File: config.mk
export PLATFORM = sky130hd
export DESIGN_NAME = uart_tx_frame
export DESIGN_NICKNAME = d
export VERILOG_FILES = /design/src/rtl/uart_pkg.sv /design/src/rtl/uart_baud_tick.sv /design/src/rtl/uart_tx_frame.sv
export SDC_FILE = /design/constraint.sdc
export NUM_CORES = 1
export LEC_CHECK = 0
export BUFFER_PORTS_ARGS = -buffer_cell sky130_fd_sc_hd__clkbuf_2
export CAP_MARGIN = 15
export CORE_MARGIN = 5
export CORE_UTILIZATION = 35
export CTS_CLUSTER_SIZE = 28
export DETAILED_ROUTE_END_ITERATION = 12
export PLACE_DENSITY_LB_ADDON = 0.12
export SLEW_MARGIN = 30
export SYNTH_ARGS = -nofsm -noshare
export SYNTH_HDL_FRONTEND = slang
export SYNTH_SLANG_ARGS = --single-unit
File: constraint.sdc
create_clock -name i_clk -period 4 [get_ports i_clk]
set_clock_uncertainty 0.1 [all_clocks]
set_input_delay 0.4 -clock i_clk [delete_from_list [all_inputs] [get_ports i_clk]]
set_output_delay 0.4 -clock i_clk [all_outputs]
set_load 0.05 [all_outputs]
File: src/rtl/uart_pkg.sv
// -----------------------------------------------------------------------------
// uart_pkg
// Shared definitions for the UART frame transmitter (and the matching receiver):
//   - uart_state_e : frame FSM states
//   - PAR_*        : encodings of the PARITY parameter
//   - cnt_width    : bit-period counter width for a given CLKS_PER_BIT
//   - idx_width    : bit-index width for a given DATA_BITS
//   - parity_bit   : parity of a (zero-extended) data word
// -----------------------------------------------------------------------------
package uart_pkg;

  typedef enum logic [2:0] {
    ST_IDLE   = 3'd0,
    ST_START  = 3'd1,
    ST_DATA   = 3'd2,
    ST_PARITY = 3'd3,
    ST_STOP   = 3'd4
  } uart_state_e;

  localparam int PAR_NONE = 0;
  localparam int PAR_ODD  = 1;
  localparam int PAR_EVEN = 2;

  // Widest payload supported; parity is always computed on a word of this width.
  localparam int MAX_DATA_BITS = 9;

  // Counter must hold 0..clks-1; never narrower than one bit.
  function automatic int cnt_width(input int clks);
    if (clks <= 2) begin
      return 1;
    end else begin
      return $clog2(clks);
    end
  endfunction

  // Bit index must hold 0..bits-1; never narrower than one bit.
  function automatic int idx_width(input int bits);
    if (bits <= 2) begin
      return 1;
    end else begin
      return $clog2(bits);
    end
  endfunction

  // Unused upper bits of data must be zero so they do not disturb the XOR.
  function automatic logic parity_bit(input logic [MAX_DATA_BITS-1:0] data, input int mode);
    case (mode)
      PAR_ODD:  return ~(^data);
      PAR_EVEN: return ^data;
      default:  return 1'b0;
    endcase
  endfunction

endpackage

File: src/rtl/uart_baud_tick.sv
// -----------------------------------------------------------------------------
// uart_baud_tick
// Bit-period counter for the UART transmitter. Counts 0..CLKS_PER_BIT-1 while
// running and wraps at every bit boundary; held at zero while not running so
// the first bit of a frame always gets a full period.
// Ports:
//   i_clk          system clock
//   i_rst_n        asynchronous active-low reset
//   i_run          count enable; low clears the counter (restart)
//   o_bit_end      high on the last cycle of each bit
//   o_bit_pre_end  high on the second-to-last cycle of each bit
// -----------------------------------------------------------------------------
module uart_baud_tick
  import uart_pkg::*;
#(
  parameter int CLKS_PER_BIT = 87
) (
  input  logic i_clk,
  input  logic i_rst_n,
  input  logic i_run,
  output logic o_bit_end,
  output logic o_bit_pre_end
);

  localparam int CNT_W = cnt_width(CLKS_PER_BIT);
  localparam logic [CNT_W-1:0] CNT_LAST = CNT_W'(CLKS_PER_BIT - 1);
  localparam logic [CNT_W-1:0] CNT_PRE  = CNT_W'(CLKS_PER_BIT - 2);
  localparam logic [CNT_W-1:0] CNT_ONE  = CNT_W'(1);

  logic [CNT_W-1:0] cnt_r;

  // Bit-period counter: cleared when idle, wraps to zero at each bit boundary.
  always_ff @(posedge i_clk or negedge i_rst_n) begin
    if (!i_rst_n) begin
      cnt_r <= '0;
    end else if (!i_run) begin
      cnt_r <= '0;
    end else if (cnt_r == CNT_LAST) begin
      cnt_r <= '0;
    end else begin
      cnt_r <= cnt_r + CNT_ONE;
    end
  end

  assign o_bit_end     = i_run && (cnt_r == CNT_LAST);
  // Used to register a pulse that then lines up with the last cycle of a bit.
  assign o_bit_pre_end = i_run && (cnt_r == CNT_PRE);

endmodule

File: src/rtl/uart_tx_frame.sv
// -----------------------------------------------------------------------------
// uart_tx_frame
// Parametrised UART transmitter: start bit, DATA_BITS payload (LSB first),
// optional odd/even parity, 1 or 2 stop bits. A one-entry holding buffer lets
// a second word queue up so frames go out back-to-back with no idle bit.
// Ports:
//   i_clk        system clock
//   i_rst_n      asynchronous active-low reset
//   i_tx_dv      data valid; word accepted when i_tx_dv && o_tx_ready
//   i_tx_byte    payload word
//   o_tx_ready   high while the holding buffer is empty
//   o_tx_act     high from start bit through last stop bit
//   o_tx_serial  serial line, idles high
//   o_tx_done    one-cycle pulse on the final cycle of the last stop bit
// -----------------------------------------------------------------------------
module uart_tx_frame
  import uart_pkg::*;
#(
  parameter int CLKS_PER_BIT = 87,
  parameter int DATA_BITS    = 8,
  parameter int PARITY       = 0,
  parameter int STOP_BITS    = 1
) (
  input  logic                 i_clk,
  input  logic                 i_rst_n,
  input  logic                 i_tx_dv,
  input  logic [DATA_BITS-1:0] i_tx_byte,
  output logic                 o_tx_ready,
  output logic                 o_tx_act,
  output logic                 o_tx_serial,
  output logic                 o_tx_done
);

  localparam int IDX_W = idx_width(DATA_BITS);
  localparam logic [IDX_W-1:0] IDX_LAST = IDX_W'(DATA_BITS - 1);
  localparam logic [IDX_W-1:0] IDX_ONE  = IDX_W'(1);

  uart_state_e state_r;
  logic [DATA_BITS-1:0] shift_r;
  logic [DATA_BITS-1:0] buf_r;
  logic                 buf_full_r;
  logic [IDX_W-1:0]     bit_idx_r;
  logic                 par_r;
  logic                 stop_idx_r;
  logic                 serial_r;
  logic                 act_r;
  logic                 done_r;
  logic                 ready_r;

  logic                     accept_s;
  logic                     run_s;
  logic                     bit_end_s;
  logic                     pre_end_s;
  logic                     last_stop_s;
  logic                     frame_end_s;
  logic                     load_s;
  logic                     direct_s;
  logic                     buf_take_s;
  logic                     buf_write_s;
  logic [DATA_BITS-1:0]     load_word_s;
  logic [MAX_DATA_BITS-1:0] word_ext_s;
  logic [IDX_W-1:0]         next_idx_s;

  uart_baud_tick #(
    .CLKS_PER_BIT (CLKS_PER_BIT)
  ) u_tick (
    .i_clk         (i_clk),
    .i_rst_n       (i_rst_n),
    .i_run         (run_s),
    .o_bit_end     (bit_end_s),
    .o_bit_pre_end (pre_end_s)
  );

  assign accept_s   = i_tx_dv && ready_r;
  assign run_s      = (state_r != ST_IDLE);
  assign next_idx_s = bit_idx_r + IDX_ONE;

  // Which stop bit is the final one of the frame.
  always_comb begin
    last_stop_s = 1'b0;
    if (STOP_BITS == 1) begin
      last_stop_s = 1'b1;
    end else begin
      last_stop_s = stop_idx_r;
    end
  end

  assign frame_end_s = (state_r == ST_STOP) && bit_end_s && last_stop_s;

  // Pick the word that starts the next frame: buffered word has priority over
  // a fresh one; anything not loaded directly lands in the holding buffer.
  always_comb begin
    load_s      = 1'b0;
    direct_s    = 1'b0;
    buf_take_s  = 1'b0;
    load_word_s = '0;
    if (state_r == ST_IDLE) begin
      if (accept_s) begin
        load_s      = 1'b1;
        direct_s    = 1'b1;
        load_word_s = i_tx_byte;
      end else begin
        load_s = 1'b0;
      end
    end else if (frame_end_s) begin
      if (buf_full_r) begin
        load_s      = 1'b1;
        buf_take_s  = 1'b1;
        load_word_s = buf_r;
      end else if (accept_s) begin
        load_s      = 1'b1;
        direct_s    = 1'b1;
        load_word_s = i_tx_byte;
      end else begin
        load_s = 1'b0;
      end
    end else begin
      load_s = 1'b0;
    end
  end

  assign buf_write_s = accept_s && !direct_s;

  // Zero-extend the loaded word so parity only sees real payload bits.
  always_comb begin
    word_ext_s                  = '0;
    word_ext_s[DATA_BITS-1:0]   = load_word_s;
  end

  // Holding buffer; ready mirrors buffer-empty one cycle after each change.
  always_ff @(posedge i_clk or negedge i_rst_n) begin
    if (!i_rst_n) begin
      buf_r      <= '0;
      buf_full_r <= 1'b0;
      ready_r    <= 1'b1;
    end else if (buf_write_s) begin
      buf_r      <= i_tx_byte;
      buf_full_r <= 1'b1;
      ready_r    <= 1'b0;
    end else if (buf_take_s) begin
      buf_full_r <= 1'b0;
      ready_r    <= 1'b1;
    end
  end

  // Frame FSM with registered line, activity and done outputs.
  always_ff @(posedge i_clk or negedge i_rst_n) begin
    if (!i_rst_n) begin
      state_r    <= ST_IDLE;
      shift_r    <= '0;
      bit_idx_r  <= '0;
      par_r      <= 1'b0;
      stop_idx_r <= 1'b0;
      serial_r   <= 1'b1;
      act_r      <= 1'b0;
      done_r     <= 1'b0;
    end else begin
      // Set one cycle early so the pulse sits on the last stop-bit cycle.
      done_r <= (state_r == ST_STOP) && pre_end_s && last_stop_s;
      if (load_s) begin
        state_r    <= ST_START;
        shift_r    <= load_word_s;
        par_r      <= parity_bit(word_ext_s, PARITY);
        bit_idx_r  <= '0;
        stop_idx_r <= 1'b0;
        serial_r   <= 1'b0;
        act_r      <= 1'b1;
      end else begin
        case (state_r)
          ST_IDLE: begin
            serial_r <= 1'b1;
            act_r    <= 1'b0;
          end
          ST_START: begin
            if (bit_end_s) begin
              state_r  <= ST_DATA;
              serial_r <= shift_r[0];
            end
          end
          ST_DATA: begin
            if (bit_end_s) begin
              if (bit_idx_r == IDX_LAST) begin
                bit_idx_r <= '0;
                if (PARITY != PAR_NONE) begin
                  state_r  <= ST_PARITY;
                  serial_r <= par_r;
                end else begin
                  state_r  <= ST_STOP;
                  serial_r <= 1'b1;
                end
              end else begin
                bit_idx_r <= next_idx_s;
                serial_r  <= shift_r[next_idx_s];
              end
            end
          end
          ST_PARITY: begin
            if (bit_end_s) begin
              state_r  <= ST_STOP;
              serial_r <= 1'b1;
            end
          end
          ST_STOP: begin
            if (bit_end_s) begin
              if (!last_stop_s) begin
                stop_idx_r <= 1'b1;
              end else begin
                // Nothing queued: frame ends and the line idles.
                state_r    <= ST_IDLE;
                stop_idx_r <= 1'b0;
                act_r      <= 1'b0;
              end
            end
          end
          default: begin
            state_r  <= ST_IDLE;
            serial_r <= 1'b1;
            act_r    <= 1'b0;
          end
        endcase
      end
    end
  end

  assign o_tx_serial = serial_r;
  assign o_tx_act    = act_r;
  assign o_tx_done   = done_r;
  assign o_tx_ready  = ready_r;

endmodule

==> results_dict.tcl, run 1 <==
set metrics [dict create \
    arrival_ns 2.10 \
    min_period_over_period 0.503 \
    vdd_ir_drop_max_uv 185 \
    finalCriticalPeriod_ns 2.01 \
    tightest_slew_ns 0.767 \
    io_buffers 14 \
    dp_hpwl_mm 2.52 \
    top_layer "met4" \
    synthFlopType "dfrtp_1" \
    reg2reg_depth 6 \
    core_area_um2 4750 \
    grt_pass1_vias 1262 \
    fillCellCount 487 \
    die_y_um 80.2 \
    finalSetupViolations 0 \
    final_max_slew_viol_count 0 \
    cts_resized 0 \
    area_growth_pct 13.3 \
    worst_hold_slack_ns 0.0818 \
    crit_chain "ha_1, ha_1, nor2b_1, a22oi_1, a31oi_1, o41ai_1" \
    antenna_found_initial 0 \
    num_rows 25 \
    drive_gt1_frac 0.237 \
    numCtsBuffers 5 \
    met1Wirelength_mm 1.80 \
    post_cts_buffers 0 \
    cts_tree "done" \
    multi_input_area_um2 815 \
    clkTransAtPathRegs_ns 0.07 \
    dpl_cell_area_um2 1840 \
    fmax_ghz 0.497 \
    cts_max_level 2 \
    syn_area_um2 1730 \
    crit_path_frequent_cell "ha_1" \
    cpPeakStageDelay_ns 0.50 \
    routed_wl_mm 3.46 \
    cts-root-buf "clkbuf_8" \
    final_util 0.411 \
    grt_pass1_wl_mm 6.03 \
    ys_warn_count 0 \
    wl_met2_mm 1.46 \
    synth-edff-count 0 \
    routedWlPerCell_um 14.7 \
    path_class "flop to flop" \
    rsz0062_at_grt "no" \
    path_buf_inv 0 \
    fin_tns_setup_ns 0 \
    ys_async_sr_fraction 1.00 \
    finalHoldViolCount 0 \
    leakage_nw 0.873 \
    clock-sinks 34 \
    final-seq-area_um2 853 \
    drcViolationCount 0 \
    synth_fp_nets 170 \
    pwr_density_cell_nw_per_um2 388 \
    endpoint_kind "flop" \
    dp_cells 228 \
    num_vias 1195 \
    track_usage 0.124 \
    path_delay_family "compound AO/OA/AOI/OAI gates" \
    ctsLongestPathBuffers 2 \
    firstDrtPassIters 4 \
    dieArea_um2 6430 \
    seq_area_frac_synth 0.495 \
    status "completed" \
    final_cell_mix "dfrtp_1 (32), nor2_1 (18), clkbuf_2 (13)" \
    worstSetupStartpointType "flop" \
    final_antenna_net_count 0 \
    final_common_cell "dfrtp_1" \
    critPathMaxFanout 7 \
    synth-seq-cells 34 \
    hold_class "input port to asynchronous set/reset pin" \
    grt_start_max_net_pins 35 \
    synthCells 154 \
    routabilityCongestion 0.782 \
    drt_iter0_markers 42 \
    final_nets 184 \
    initial_core_util 0.363 \
    avgViaCountPerCell 5.06 \
    die_x_um 80.2 \
    dr_wl_met3_um 112 \
    fin_area_um2 1950 \
    syn-mean-instance-area_um2 11.2 \
    synth.distinct_cells 42 \
    grt_overflow 0 \
    antenna_cells 0 \
    ios 15 \
    max_cap_viol_count 0 \
    cts_hold_buf 0 \
    relSlewSlack 0.489 \
    insertion_delay_ns 0.29 \
    crit_slowest_cell "dfrtp_1" \
    cp.required_ns 4.08 \
    crit_cells 6 \
    layoutNonFillerInstCount 236 \
]
==> sequential cells by signal, indices dropped and copies added (netlist names) <==
signal / count
bit_idx_r: 3
u_tick.cnt_r: 7
state_r: 3
shift_r: 8
o_tx_serial: 1
o_tx_done: 1
buf_r: 8
buf_full_r: 1
o_tx_ready: 1
o_tx_act: 1
==> report_power, final <==
| group | switching (mW) | leakage, nW | internal [mW] |
|---|---|---|---|
| Clock | 0.133 | 0.0504 | 0.185 |
| Combinational | 0.0240 | 0.402 | 0.0277 |
| Sequential | 0.0133 | 0.420 | 0.375 |
==> layer usage <==
metal  track usage  vias to the layer above
li1              -                      590
met1         0.165                      573
met2         0.187                       22
met3        0.0303                       10
met4        0.0608                        0
met5             0                        -
==> metrics by stage <==
stage | total power [mW] | setup slack [ns]
6_report | 0.758 | 1.99
5_1_grt | 0.792 | 1.80
4_1_cts | 0.768 | 1.97
3_5_place_dp | 0.448 | 2.00
3_3_place_gp | 0.442 | 1.99
2_1_floorplan | 0.424 | 2.14
==> worst paths after layout <==
path	from	endpoint	slack, ns
max in group asynchronous	i_rst_n	buf_r[5]	3.23
hold reg to reg	o_tx_ready	o_tx_ready	0.38
setup reg to reg	bit_idx_r[0]	o_tx_serial	1.99
setup / recovery	bit_idx_r[0]	o_tx_serial	1.99
hold / removal	i_rst_n	o_tx_done	0.08
min in group i_clk	i_tx_byte[2]	shift_r[2]	0.26
==> logic make-up (layout without fill, tap and decap cells) <==
kind of cell	Yosys count	in the layout	synth area share
AND/OR/NAND/NOR	56	56	0.182
AO/OA/AOI/OAI	27	27	0.136
flip-flops	34	34	0.495
multiplexers	15	15	0.0928
buffers and inverters	12	27	0.0334
XOR/XNOR	5	5	0.0254
adder cells (fa/ha/maj)	5	5	0.0363
==> final cells by class <==
type | count | share of cell area
inverter | 5 | 0.00960
clock buffer | 5 | 0.0352
multi-input combinational | 108 | 0.417
clock inverter | 3 | 0.0230
tap | 67 | 0.0429
timing repair buffer | 14 | 0.0359
sequential | 34 | 0.437
==> worst reg2reg max path: stages (launching register included) <==
cell     delay, ns
dfrtp_1       0.50
ha_1          0.26
ha_1          0.35
nor2b_1       0.06
a22oi_1       0.18
a31oi_1       0.11
o41ai_1       0.36
==> cell usage after synthesis, types with 2 or more instances <==
library cell	number	area, um^2
and3_1	9	56.3
a221o_1	8	80.1
nand2_1	7	26.3
a22oi_1	2	15.0
a31oi_1	2	12.5
clkbuf_1	2	7.51
dfrtp_1	32	801
nor2b_1	2	12.5
a21oi_1	3	15.0
mux2i_1	7	70.1
o21ai_0	2	10.0
inv_1	5	18.8
dfstp_2	2	52.6
a31o_2	2	17.5
buf_2	3	15.0
xnor2_1	3	26.3
xor2_1	2	17.5
nand3b_1	4	30.0
ha_1	5	62.6
nor2_1	18	67.6
nand3_1	6	30.0
mux2_2	8	90.1
Note: power is estimated with default switching activity, not from simulation.
==> run 2: changes to the inputs <==
clock period = 2 ns   (was 4 ns; I/O delays follow)
==> run 2 against run 1 <==
Via count is 4.3% higher; maximum frequency is 6.5% higher; wire length shrank 0.46%; global-route usage about the same; first-iteration DRC count grew 48%; total power grew 97%.
==> results_dict.tcl, run 2 (synthesis gave the netlist of run 1 again) <==
set metrics [dict create \
    fin_tns_setup_ns 0 \
    routabilityCongestion 0.830 \
    fillCellCount 472 \
    track_usage 0.124 \
    cp.required_ns 2.07 \
    num_vias 1246 \
    finalHoldViolCount 0 \
    path_buf_inv 0 \
    dpl_cell_area_um2 1900 \
    busiest_layer "met1" \
    critPathMaxFanout 9 \
    clock-sinks 34 \
    grt_overflow 0 \
    grt_pass1_wl_mm 6.09 \
    crit_slowest_cell "dfrtp_1" \
    met3_usage 0.0415 \
    grt_use_met2 0.171 \
    status "completed" \
    avgViaCountPerCell 5.09 \
    multi_input_area_um2 835 \
    clkTransAtPathRegs_ns 0.07 \
    num_rows 25 \
    final-seq-area_um2 853 \
    dp_hpwl_mm 2.61 \
    die_y_um 80.2 \
    area_growth_pct 18.2 \
    cpPeakStageDelay_ns 0.41 \
    min_period_over_period 0.945 \
    cts_max_level 2 \
    fmax_ghz 0.529 \
    antenna_cells 0 \
    worstSetupStartpointType "flop" \
    ctsLongestPathBuffers 2 \
    max_cap_viol_count 0 \
    io_buffers 14 \
    arrival_ns 1.96 \
    grt_start_max_net_pins 35 \
    final_max_slew_viol_count 0 \
    rsz0062_at_grt "no" \
    finalPower_mw 1.49 \
    drt_iter0_markers 62 \
    routedWlPerCell_um 14.1 \
    cts-root-buf "clkbuf_8" \
    finalSetupViolations 0 \
    final_antenna_net_count 0 \
    leakage_nw 0.921 \
    firstDrtPassIters 4 \
    relSlewSlack 0.511 \
    global_route.usage.met1 0.177 \
    reg2reg_depth 4 \
    crit_cells 4 \
    drcViolationCount 0 \
    crit_chain "ha_1, a41o_1, a21oi_4, mux2_2" \
    path_delay_family "compound AO/OA/AOI/OAI gates" \
    antenna_found_initial 0 \
    initial_core_util 0.363 \
    die_x_um 80.2 \
    finalCriticalPeriod_ns 1.89 \
    pwr_density_cell_nw_per_um2 733 \
    grt_pass1_vias 1236 \
    tightest_slew_ns 0.733 \
    fin_area_um2 2040 \
    numCtsBuffers 5 \
    hold_class "input port to flop" \
    worstHoldPathCells 2 \
    path_class "flop to flop" \
    drive_gt1_frac 0.281 \
    vdd_ir_drop_max_uv 455 \
    reg.largest.list "buf_r (8), shift_r (8), u_tick.cnt_r (7)" \
    final_nets 193 \
    cts_tree "done" \
    ios 15 \
    post_cts_buffers 0 \
    final_cell_mix "dfrtp_1 (32), nor2_1 (18), clkbuf_2 (13)" \
    dieArea_um2 6430 \
    insertion_delay_ns 0.28 \
    final_common_cell "dfrtp_1" \
    core_area_um2 4750 \
    routed_wl_mm 3.45 \
    endpoint_kind "flop" \
]
[run 2: metal layers]
| metal | wire, um | up-vias |
|---|---|---|
| met5 | 0 | - |
| li1 | - | 611 |
| met3 | 184 | 5 |
| met2 | 1430 | 34 |
| met4 | 39 | 0 |
| met1 | 1790 | 596 |
[run 2: what timing repair did]
item                                   CTS  global route
setup endpoints to repair                0             1
resized for setup                        0             2
hold buffers                             1             0
endpoints found under the hold margin   32             0
[run 2: through the flow]
stage / util / hold slack [ns] / std cells / setup slack [ns]
after CTS: 0.425 / 0.0500 / 245 / 0.0905
after detailed placement: 0.400 / 0.253 / 236 / 0.108
after global routing: 0.429 / 0.0524 / 245 / 0.0227
after floorplan: - / -0.196 / 154 / 0.141
after global placement: 0.400 / 0.238 / 236 / 0.140
final: 0.429 / 0.0630 / 245 / 0.109
[run 2: layout make-up]
| type | instances | area share |
|---|---|---|
| flip-flops and latches | 34 | 0.418 |
| multi-input cells | 108 | 0.409 |
| inverters | 5 | 0.00920 |
| clock buffers | 5 | 0.0337 |
| well taps | 67 | 0.0411 |
| clock inverters | 3 | 0.0196 |
| repair buffers | 23 | 0.0687 |
[run 2: report_power, final]
group | internal, mW | leakage [nW] | switching [mW] | total, mW
clock network | 0.366 | 0.0579 | 0.249 | 0.615
registers | 0.750 | 0.420 | 0.0257 | 0.775
logic | 0.0566 | 0.443 | 0.0468 | 0.103
total | 1.17 | 0.921 | 0.321 | 1.49
[run 2: path summary, 6_finish.rpt]
| path | from | endpoint | slack [ns] |
|---|---|---|---|
| setup reg to reg | u_tick.cnt_r[1] | buf_r[2] | 0.11 |
| setup / recovery | u_tick.cnt_r[1] | buf_r[2] | 0.11 |
| hold reg to reg | o_tx_ready | o_tx_ready | 0.37 |
| max in group asynchronous | i_rst_n | buf_r[4] | 0.91 |
| hold / removal | i_tx_byte[6] | shift_r[6] | 0.06 |
| min in group asynchronous | i_rst_n | bit_idx_r[2] | 0.42 |
